File: src/rtl/conv_interleave_commutator.sv
// Purpose : input/output commutator of the byte-wide convolutional interleaver. It aligns
//           branch 0 to the packet sync byte, strobes one branch delay line per byte and
//           re-multiplexes the branch outputs into the interleaved stream.
// Latency : 1 clk from an accepted in_valid byte to br_we/br_data and out_valid/out_data.
// Backpr. : none. Gaps in in_valid freeze the counters; the branch delay lines keep shifting.
// Ports   : clk, reset (async, active-low)
//           in_valid/in_data/in_sync   - packetised byte stream; in_sync marks the 0x47 byte
//           br_we/br_data              - one-hot branch write strobe and shared write data
//           br_rd_data                 - concatenated branch outputs, slice k = branch k
//           out_valid/out_data/out_sync - interleaved stream; out_sync marks branch 0, byte 0
//           locked                     - high while the commutator is aligned to sync
module conv_interleave_commutator #(
  parameter int BRANCHES = 12,
  parameter int DATA_W   = 8,
  parameter int PKT_LEN  = 204,
  parameter int MISS_MAX = 3
) (
  input  logic                         clk,
  input  logic                         reset,
  input  logic                         in_valid,
  input  logic [DATA_W-1:0]            in_data,
  input  logic                         in_sync,
  output logic [BRANCHES-1:0]          br_we,
  output logic [DATA_W-1:0]            br_data,
  input  logic [BRANCHES*DATA_W-1:0]   br_rd_data,
  output logic                         out_valid,
  output logic [DATA_W-1:0]            out_data,
  output logic                         out_sync,
  output logic                         locked
);

  localparam int SEL_W  = (BRANCHES > 1) ? $clog2(BRANCHES) : 1;
  localparam int BC_W   = (PKT_LEN > 1) ? $clog2(PKT_LEN) : 1;
  localparam int MISS_W = $clog2(MISS_MAX + 1);

  localparam logic [SEL_W-1:0]    SEL_LAST  = SEL_W'(BRANCHES - 1);
  localparam logic [BC_W-1:0]     BCNT_LAST = BC_W'(PKT_LEN - 1);
  localparam logic [MISS_W-1:0]   MISS_LIM  = MISS_W'(MISS_MAX);
  localparam logic [BRANCHES-1:0] WE_ONE    = {{(BRANCHES-1){1'b0}}, 1'b1};

  typedef enum logic {ST_HUNT = 1'b0, ST_LOCK = 1'b1} state_t;

  state_t              r_state;
  logic [SEL_W-1:0]    r_sel;
  logic [BC_W-1:0]     r_bcnt;
  logic [MISS_W-1:0]   r_miss;
  logic [BRANCHES-1:0] r_br_we;
  logic [DATA_W-1:0]   r_br_data;
  logic                r_out_valid;
  logic [DATA_W-1:0]   r_out_data;
  logic                r_out_sync;

  logic                w_take;
  logic [SEL_W-1:0]    w_sel;
  logic [BC_W-1:0]     w_bcnt;
  logic [SEL_W-1:0]    w_sel_nxt;
  logic [BC_W-1:0]     w_bcnt_nxt;
  logic [MISS_W-1:0]   w_miss_inc;
  logic [MISS_W-1:0]   w_miss_nxt;
  logic                w_drop;
  logic [DATA_W-1:0]   w_rd_byte;

  // A byte is processed in LOCK, or in HUNT when it carries the sync flag. The sync byte
  // seen in HUNT is handled as packet byte 0 on branch 0 in that same cycle.
  assign w_take = in_valid && ((r_state == ST_LOCK) || in_sync);
  assign w_sel  = (r_state == ST_LOCK) ? r_sel  : '0;
  assign w_bcnt = (r_state == ST_LOCK) ? r_bcnt : '0;

  assign w_sel_nxt  = (w_sel  == SEL_LAST)  ? '0 : w_sel  + SEL_W'(1);
  assign w_bcnt_nxt = (w_bcnt == BCNT_LAST) ? '0 : w_bcnt + BC_W'(1);

  // Sync flag is only judged at packet byte 0; a 0x47 inside the payload is ignored.
  assign w_miss_inc = r_miss + MISS_W'(1);
  always_comb begin
    w_miss_nxt = r_miss;
    if (w_bcnt == '0) begin
      w_miss_nxt = in_sync ? '0 : w_miss_inc;
    end
  end
  assign w_drop = (r_state == ST_LOCK) && (w_bcnt == '0) && !in_sync && (w_miss_inc == MISS_LIM);

  // Branch output mux; slice 0 is overridden by the bypass below.
  always_comb begin
    w_rd_byte = '0;
    for (int k = 0; k < BRANCHES; k++) begin
      if (w_sel == SEL_W'(k)) begin
        w_rd_byte = br_rd_data[k*DATA_W +: DATA_W];
      end
    end
  end

  always_ff @(posedge clk or negedge reset) begin
    if (!reset) begin
      r_state     <= ST_HUNT;
      r_sel       <= '0;
      r_bcnt      <= '0;
      r_miss      <= '0;
      r_br_we     <= '0;
      r_br_data   <= '0;
      r_out_valid <= 1'b0;
      r_out_data  <= '0;
      r_out_sync  <= 1'b0;
    end else begin
      r_br_we     <= '0;
      r_out_valid <= 1'b0;
      r_out_sync  <= 1'b0;
      if (w_take) begin
        // Branch 0 has zero delay: no strobe, input byte goes straight to the output.
        r_br_we     <= (w_sel == '0) ? '0 : (WE_ONE << w_sel);
        r_br_data   <= in_data;
        r_out_data  <= (w_sel == '0) ? in_data : w_rd_byte;
        r_out_valid <= 1'b1;
        r_out_sync  <= (w_bcnt == '0);
        if (w_drop) begin
          r_state <= ST_HUNT;
          r_sel   <= '0;
          r_bcnt  <= '0;
          r_miss  <= '0;
        end else begin
          r_state <= ST_LOCK;
          r_sel   <= w_sel_nxt;
          r_bcnt  <= w_bcnt_nxt;
          r_miss  <= w_miss_nxt;
        end
      end
    end
  end

  assign br_we     = r_br_we;
  assign br_data   = r_br_data;
  assign out_valid = r_out_valid;
  assign out_data  = r_out_data;
  assign out_sync  = r_out_sync;
  assign locked    = (r_state == ST_LOCK);

endmodule

File: config.mk
export PLATFORM = sky130hd
export DESIGN_NAME = conv_interleave_commutator
export DESIGN_NICKNAME = d
export VERILOG_FILES = /design/src/rtl/conv_interleave_commutator.sv
export SDC_FILE = /design/constraint.sdc
export NUM_CORES = 1
export LEC_CHECK = 0
export BUFFER_PORTS_ARGS = -buffer_cell sky130_fd_sc_hd__clkbuf_2
export CAP_MARGIN = 25
export CORE_ASPECT_RATIO = 1.75
export CORE_MARGIN = 3
export CORE_UTILIZATION = 35
export CTS_BUF_LIST = sky130_fd_sc_hd__clkbuf_8
export DETAILED_ROUTE_END_ITERATION = 10
export GPL_TIMING_DRIVEN = 0
export MAX_ROUTING_LAYER = met4
export PLACE_DENSITY = 0.68
export SLEW_MARGIN = 10
export SYNTH_ARGS = -nofsm -noshare
export SYNTH_HDL_FRONTEND = slang
export SYNTH_SLANG_ARGS = --single-unit
File: constraint.sdc
create_clock -name clk -period 3.25 [get_ports clk]
set_clock_uncertainty 0.2 [all_clocks]
set_input_delay 0.1625 -clock clk [delete_from_list [all_inputs] [get_ports clk]]
set_output_delay 0.1625 -clock clk [all_outputs]
set_load 0.01 [all_outputs]
After elaboration in Yosys (flattened, before gate mapping)
Index checks and enable logic that the tools add are counted.
{"block": "totals", "output_inout_bits": 31, "ff_bits": 45}
{"block": "classes", "reduce_logical": 10, "n_eq_ne": 13, "addsub": 3, "n_mux": 26, "shifts": 1}
{"cell": "8-bit two-way mux", "count": 15}
{"cell": "12-bit two-way mux", "count": 2}
{"cell": "4-bit by 3-bit equality test with 1-bit output (second input constant)", "count": 4}
{"cell": "4-bit equality test (second input constant)", "count": 4}
{"cell": "4-bit two-way mux", "count": 3}
{"cell": "1-bit by 4-bit << shifter with 12-bit output (first input constant)", "count": 1}
{"cell": "8-bit by 1-bit adder with 8-bit output (second input constant)", "count": 1}
{"cell": "4-bit by 2-bit equality test with 1-bit output (second input constant)", "count": 2}
{"cell": "8-bit equality test (second input constant)", "count": 1}
{"cell": "8-bit zero test", "count": 1}
{"cell": "2-bit two-way mux", "count": 3}
{"cell": "4-bit by 1-bit adder with 4-bit output (second input constant)", "count": 1}
{"cell": "4-bit by 1-bit equality test with 1-bit output (second input constant)", "count": 1}
{"cell": "1-bit logical AND", "count": 4}
{"cell": "4-bit zero test", "count": 1}
{"cell": "1-bit two-way mux", "count": 3}
{"cell": "2-bit by 1-bit adder with 2-bit output (second input constant)", "count": 1}
{"cell": "2-bit equality test (second input constant)", "count": 1}
{"cell": "2-bit AND reduction", "count": 1}
{"cell": "2-bit nonzero test", "count": 1}
{"cell": "1-bit zero test", "count": 1}
{"cell": "1-bit logical OR", "count": 1}

Depth between registers and ports, before layout
{"block": "depth", "depth_word": 14, "ltp_mapped": 13, "ltp_nobuf": 8}

Least setup slack after synthesis
No wires, ideal clock.
{"block": "synth_path", "kind": "reg2reg", "start": "register r_state (netlist: locked)", "end": "register r_out_data[0] (netlist: out_data[0])", "path_slack_ns": 0.545, "stages_incl_launch_ff": 12, "arrival_time_ns": 2.381, "path_cell_list": "dfrtp_1 > buf_6 > buf_4 > clkbuf_1 > nand2_1 > ha_1 > buf_2 > and4bb_4 > and3_4 > o311a_1 > a221oi_2 > o21ai_1"}
{"block": "synth_via", "elab_chain_cells": 14}
{"item": "start, declared", "line": "43", "text": "state_t r_state;"}
{"item": "start signal, assigned", "line": "94", "text": "r_state <= ST_HUNT;"}
{"item": "start signal, assigned", "line": "115", "text": "r_state <= ST_HUNT;"}
{"item": "start signal, assigned", "line": "120", "text": "r_state <= ST_LOCK;"}
{"item": "4-bit two-way mux", "line": "66", "text": "assign w_sel = (r_state == ST_LOCK) ? r_sel : '0;"}
{"item": "4-bit by 1-bit equality test with 1-bit output", "line": "86", "text": "if (w_sel == SEL_W'(k)) begin"}
{"item": "8-bit two-way mux (11 in series)", "line": "86"}
{"item": "8-bit two-way mux", "line": "111", "text": "r_out_data <= (w_sel == '0) ? in_data : w_rd_byte;"}
{"item": "end signal, assigned", "line": "111"}
{"item": "end, declared", "line": "50", "text": "logic [DATA_W-1:0] r_out_data;"}
Several ways; a longest one is shown, not always the timed one.
A chain may end at the register's enable or synchronous reset.

Final worst setup path
{"block": "layout_path", "start": "register r_state (netlist: locked)", "end": "register r_out_data[7] (netlist: out_data[7])"}
The elaborated chain is that of the path after synthesis.

==> flow_summary.json <==
{
  "status": "finished, final reports clean",
  "synthArstFlopShare_pct": 100,
  "synthSimpleGateAreaFrac_pct": 24.2,
  "crit_family": "buffers and inverters",
  "slowest_delay_ns": 0.61,
  "cp_num_buf_inv": 6,
  "drc": 0,
  "avgSynthCellArea_um2": 8.44,
  "yosys-top-cells-area": "dfrtp_1 37%, nand2_1 7.1%, a21oi_1 4.4%, o21ai_0 4.4%, ha_1 3.3%",
  "synth_compound_area_share_pct": 28.8,
  "worstPathMaxFanout": 10,
  "ys_ff_latch": 45,
  "fin_crit_ns": 3.11,
  "synth_top_family_by_area": "compound AO/OA/AOI/OAI gates",
  "die_h_um": 130,
  "finalHoldViolations": 0,
  "synthTopCellsByCount": "58 x nand2_1, 45 x dfrtp_1, 27 x a21oi_1, 27 x o21ai_0, 18 x nor2_1",
  "leakage_nw": 2.05,
  "maxSlewHeadroom_pct": 58.8,
  "post-route-period-util_pct": 95.6,
  "diodes": 0,
  "clk_latency_ns": 0.32,
  "syn_inst": 364,
  "viasPerCell": 5.66,
  "slowest_stage": "a222oi_1",
  "fp.dieArea_um2": 9980,
  "drt_iter0_drc": 304,
  "final_core_util_pct": 49.2,
  "max_cap_viol_count": 0,
  "synthAdderAreaFrac_pct": 3.26,
  "layout-drive-gt1-share_pct": 33.8,
  "worst_pin_slew_ns": 0.619,
  "grt_pass1_wl_mm": 18.1,
  "rows": 44,
  "yosys.area.top_type_share_pct": 36.7,
  "cts_tree": "yes",
  "io_buffers": 130,
  "track_usage_pct": 23.9,
  "dp_slack_ns": -0.299,
  "fillers": 844,
  "cts_buffer_depth": 2,
  "grt_max_degree": 32,
  "worstPathRequired_ns": 3.24,
  "ant_nets": 0,
  "cts-root-buf": "clkbuf_8",
  "gp_congestion": 0.944,
  "netlist.top_cell.by_area": "dfrtp_1",
  "antenna_found_initial": 0,
  "wl_per_cell_um": 18.5,
  "synth_xor_area_share_pct": 0.285,
  "pin_count": 139,
  "hp-class": "input port to register",
  "syn2layout_area_growth_pct": 35.0,
  "routed_wl_mm": 11.7,
  "h-tree-depth": 2,
  "timing.final.ws_setup_ns": 0.143,
  "yosys_most_used_dff": "dfrtp_1",
  "dieWidth_um": 76.8,
  "synth-edff-count": 0,
  "arrival_ns": 3.10,
  "power_w": 0.00238,
  "end_kind": "register",
  "synth_nets": 480,
  "synthMuxAreaShare_pct": 0.692,
  "final_cell_area_um2": 4150,
  "core_um2": 8420,
  "ys_warn_count": 0,
  "crit_chain": "buf_6 -> buf_4 -> clkbuf_4 -> nand2_1 -> inv_1 -> ha_1 -> buf_2 -> clkbuf_4 -> a21oi_1 -> o2111ai_1 -> a222oi_1 -> o21ai_1",
  "instances_no_fill": 632,
  "yosysMostFrequentCell": "nand2_1",
  "numCtsBuffers": 5,
  "syn_area_um2": 3070,
  "place_inst": 610,
  "clk_transition_reported_paths_ns": 0.10,
  "cp-start-kind": "register",
  "num_vias": 3578,
  "ys_types": 61,
  "ir_worst_vdd_mv": 0.298,
  "setup_viol_count_final": 0,
  "final_max_slew_viol_count": 0,
  "dp_hpwl_mm": 9.26,
  "start_util_pct": 36.5,
  "first_global_vias": 3667,
  "numClockSinks": 45,
  "crit_top_cell": "clkbuf_4",
  "criticalPathCategory": "register to register",
  "grt.overflow.total": 0,
  "firstDrtPassIters": 6,
  "rsz0062_at_grt": "no",
  "fin_nets": 632,
  "dpl_cell_area_um2": 3890,
  "power_density_nw_per_um2": 573,
  "synth-seq-area-share_pct": 36.7,
  "max_freq_mhz": 322
}
## registers in the layout, indices dropped and copies added, names as in the netlist
name / cells
r_sel: 4
out_valid: 1
r_miss: 2
out_data: 8
out_sync: 1
r_bcnt: 8
br_we: 12
br_data: 8
locked: 1
## per-layer routing
metal | vias to the layer above | global-route usage [%] | wire length, um
met3 | 63 | 4.01 | 756
li1 | 1652 | - | -
met5 | - | - | 0
met4 | 0 | 16.5 | 782
met1 | 1675 | 23.8 | 4140
met2 | 188 | 42.2 | 5990
## metrics by stage
step | TNS (ns) | hold slack (ns)
finish | 0 | 0.0146
global route | 0 | 0.0186
CTS | 0 | 0.00727
detailed placement | -0.724 | -0.0934
global placement | -0.562 | 0.192
floorplan | 0 | -0.333
## final timing paths
kind | startpoint | end | slack [ns] | depth (start not counted)
max in group asynchronous | reset | r_sel[3] | 2.24 | 3
min in group asynchronous | reset | br_data[3] | 0.09 | 2
min reg2reg | br_data[4] | br_data[4] | 0.29 | 2
min | br_rd_data[93] | out_data[5] | 0.01 | 3
max | locked | out_data[7] | 0.14 | 12
max reg2reg | locked | out_data[7] | 0.14 | 12
## cells by family (layout without fill, tap and decap cells)
| kind of cell | after synthesis | in the layout |
|---|---|---|
| other cells | 1 | 1 |
| fa+ha+maj | 8 | 8 |
| compound gates | 127 | 127 |
| xor+xnor | 1 | 1 |
| buf+inv | 38 | 191 |
| flops | 45 | 45 |
| mux | 2 | 2 |
| simple gates | 142 | 142 |
## placed cells by master (no fill, tap or decap), types with 5 or more instances in the layout
cell type,netlist,layout
dlygate4sd3_1,0,14
clkbuf_1,9,6
buf_2,13,13
a21oi_1,27,27
inv_1,11,12
a221oi_1,5,5
nor2b_1,12,12
o2bb2ai_1,5,5
ha_1,8,7
clkbuf_8,0,5
dfrtp_1,45,45
nor2_1,18,18
a221o_1,5,5
and3_1,11,11
nand2_1,58,58
o211ai_1,5,5
nand3_1,13,13
o2111ai_1,6,6
o21ai_0,27,27
o21ai_1,8,8
nand3b_1,8,8
clkbuf_2,0,130
## worst reg2reg max path: cells and delay by family, from the launching register on
kind	cells	cell delay, ns
buffers and inverters	6	1.03
DFF	1	0.40
AOI/OAI and AO/OA	4	1.02
adders and majority gates	1	0.22
and+or+nand+nor	1	0.12
## repair_timing
action	CTS	global route
gates resized for setup	2	6
pin swaps	0	2
hold endpoints to repair	57	0
hold buffers	14	0
setup endpoints to repair	8	4
setup buffers	0	0
## report_power, final
group          internal (W)  switching, W  total (W)  leakage [nW]
clock network      0.000228      0.000212   0.000440        0.0595
logic              0.000485      0.000715    0.00120          1.40
registers          0.000670     0.0000657   0.000736         0.589
## layout make-up
cell class / instances / area, um^2 / area share [%]
Tap cell: 115 / 144 / 3.47
Multi-Input combinational cell: 281 / 1770 / 42.6
Clock buffer: 5 / 68.8 / 1.66
Sequential cell: 45 / 1130 / 27.1
Timing Repair Buffer: 145 / 811 / 19.5
Inverter: 12 / 45.0 / 1.09
Clock inverter: 3 / 42.5 / 1.03
Buffer: 26 / 144 / 3.47
Note: power is estimated with default switching activity, not from simulation.
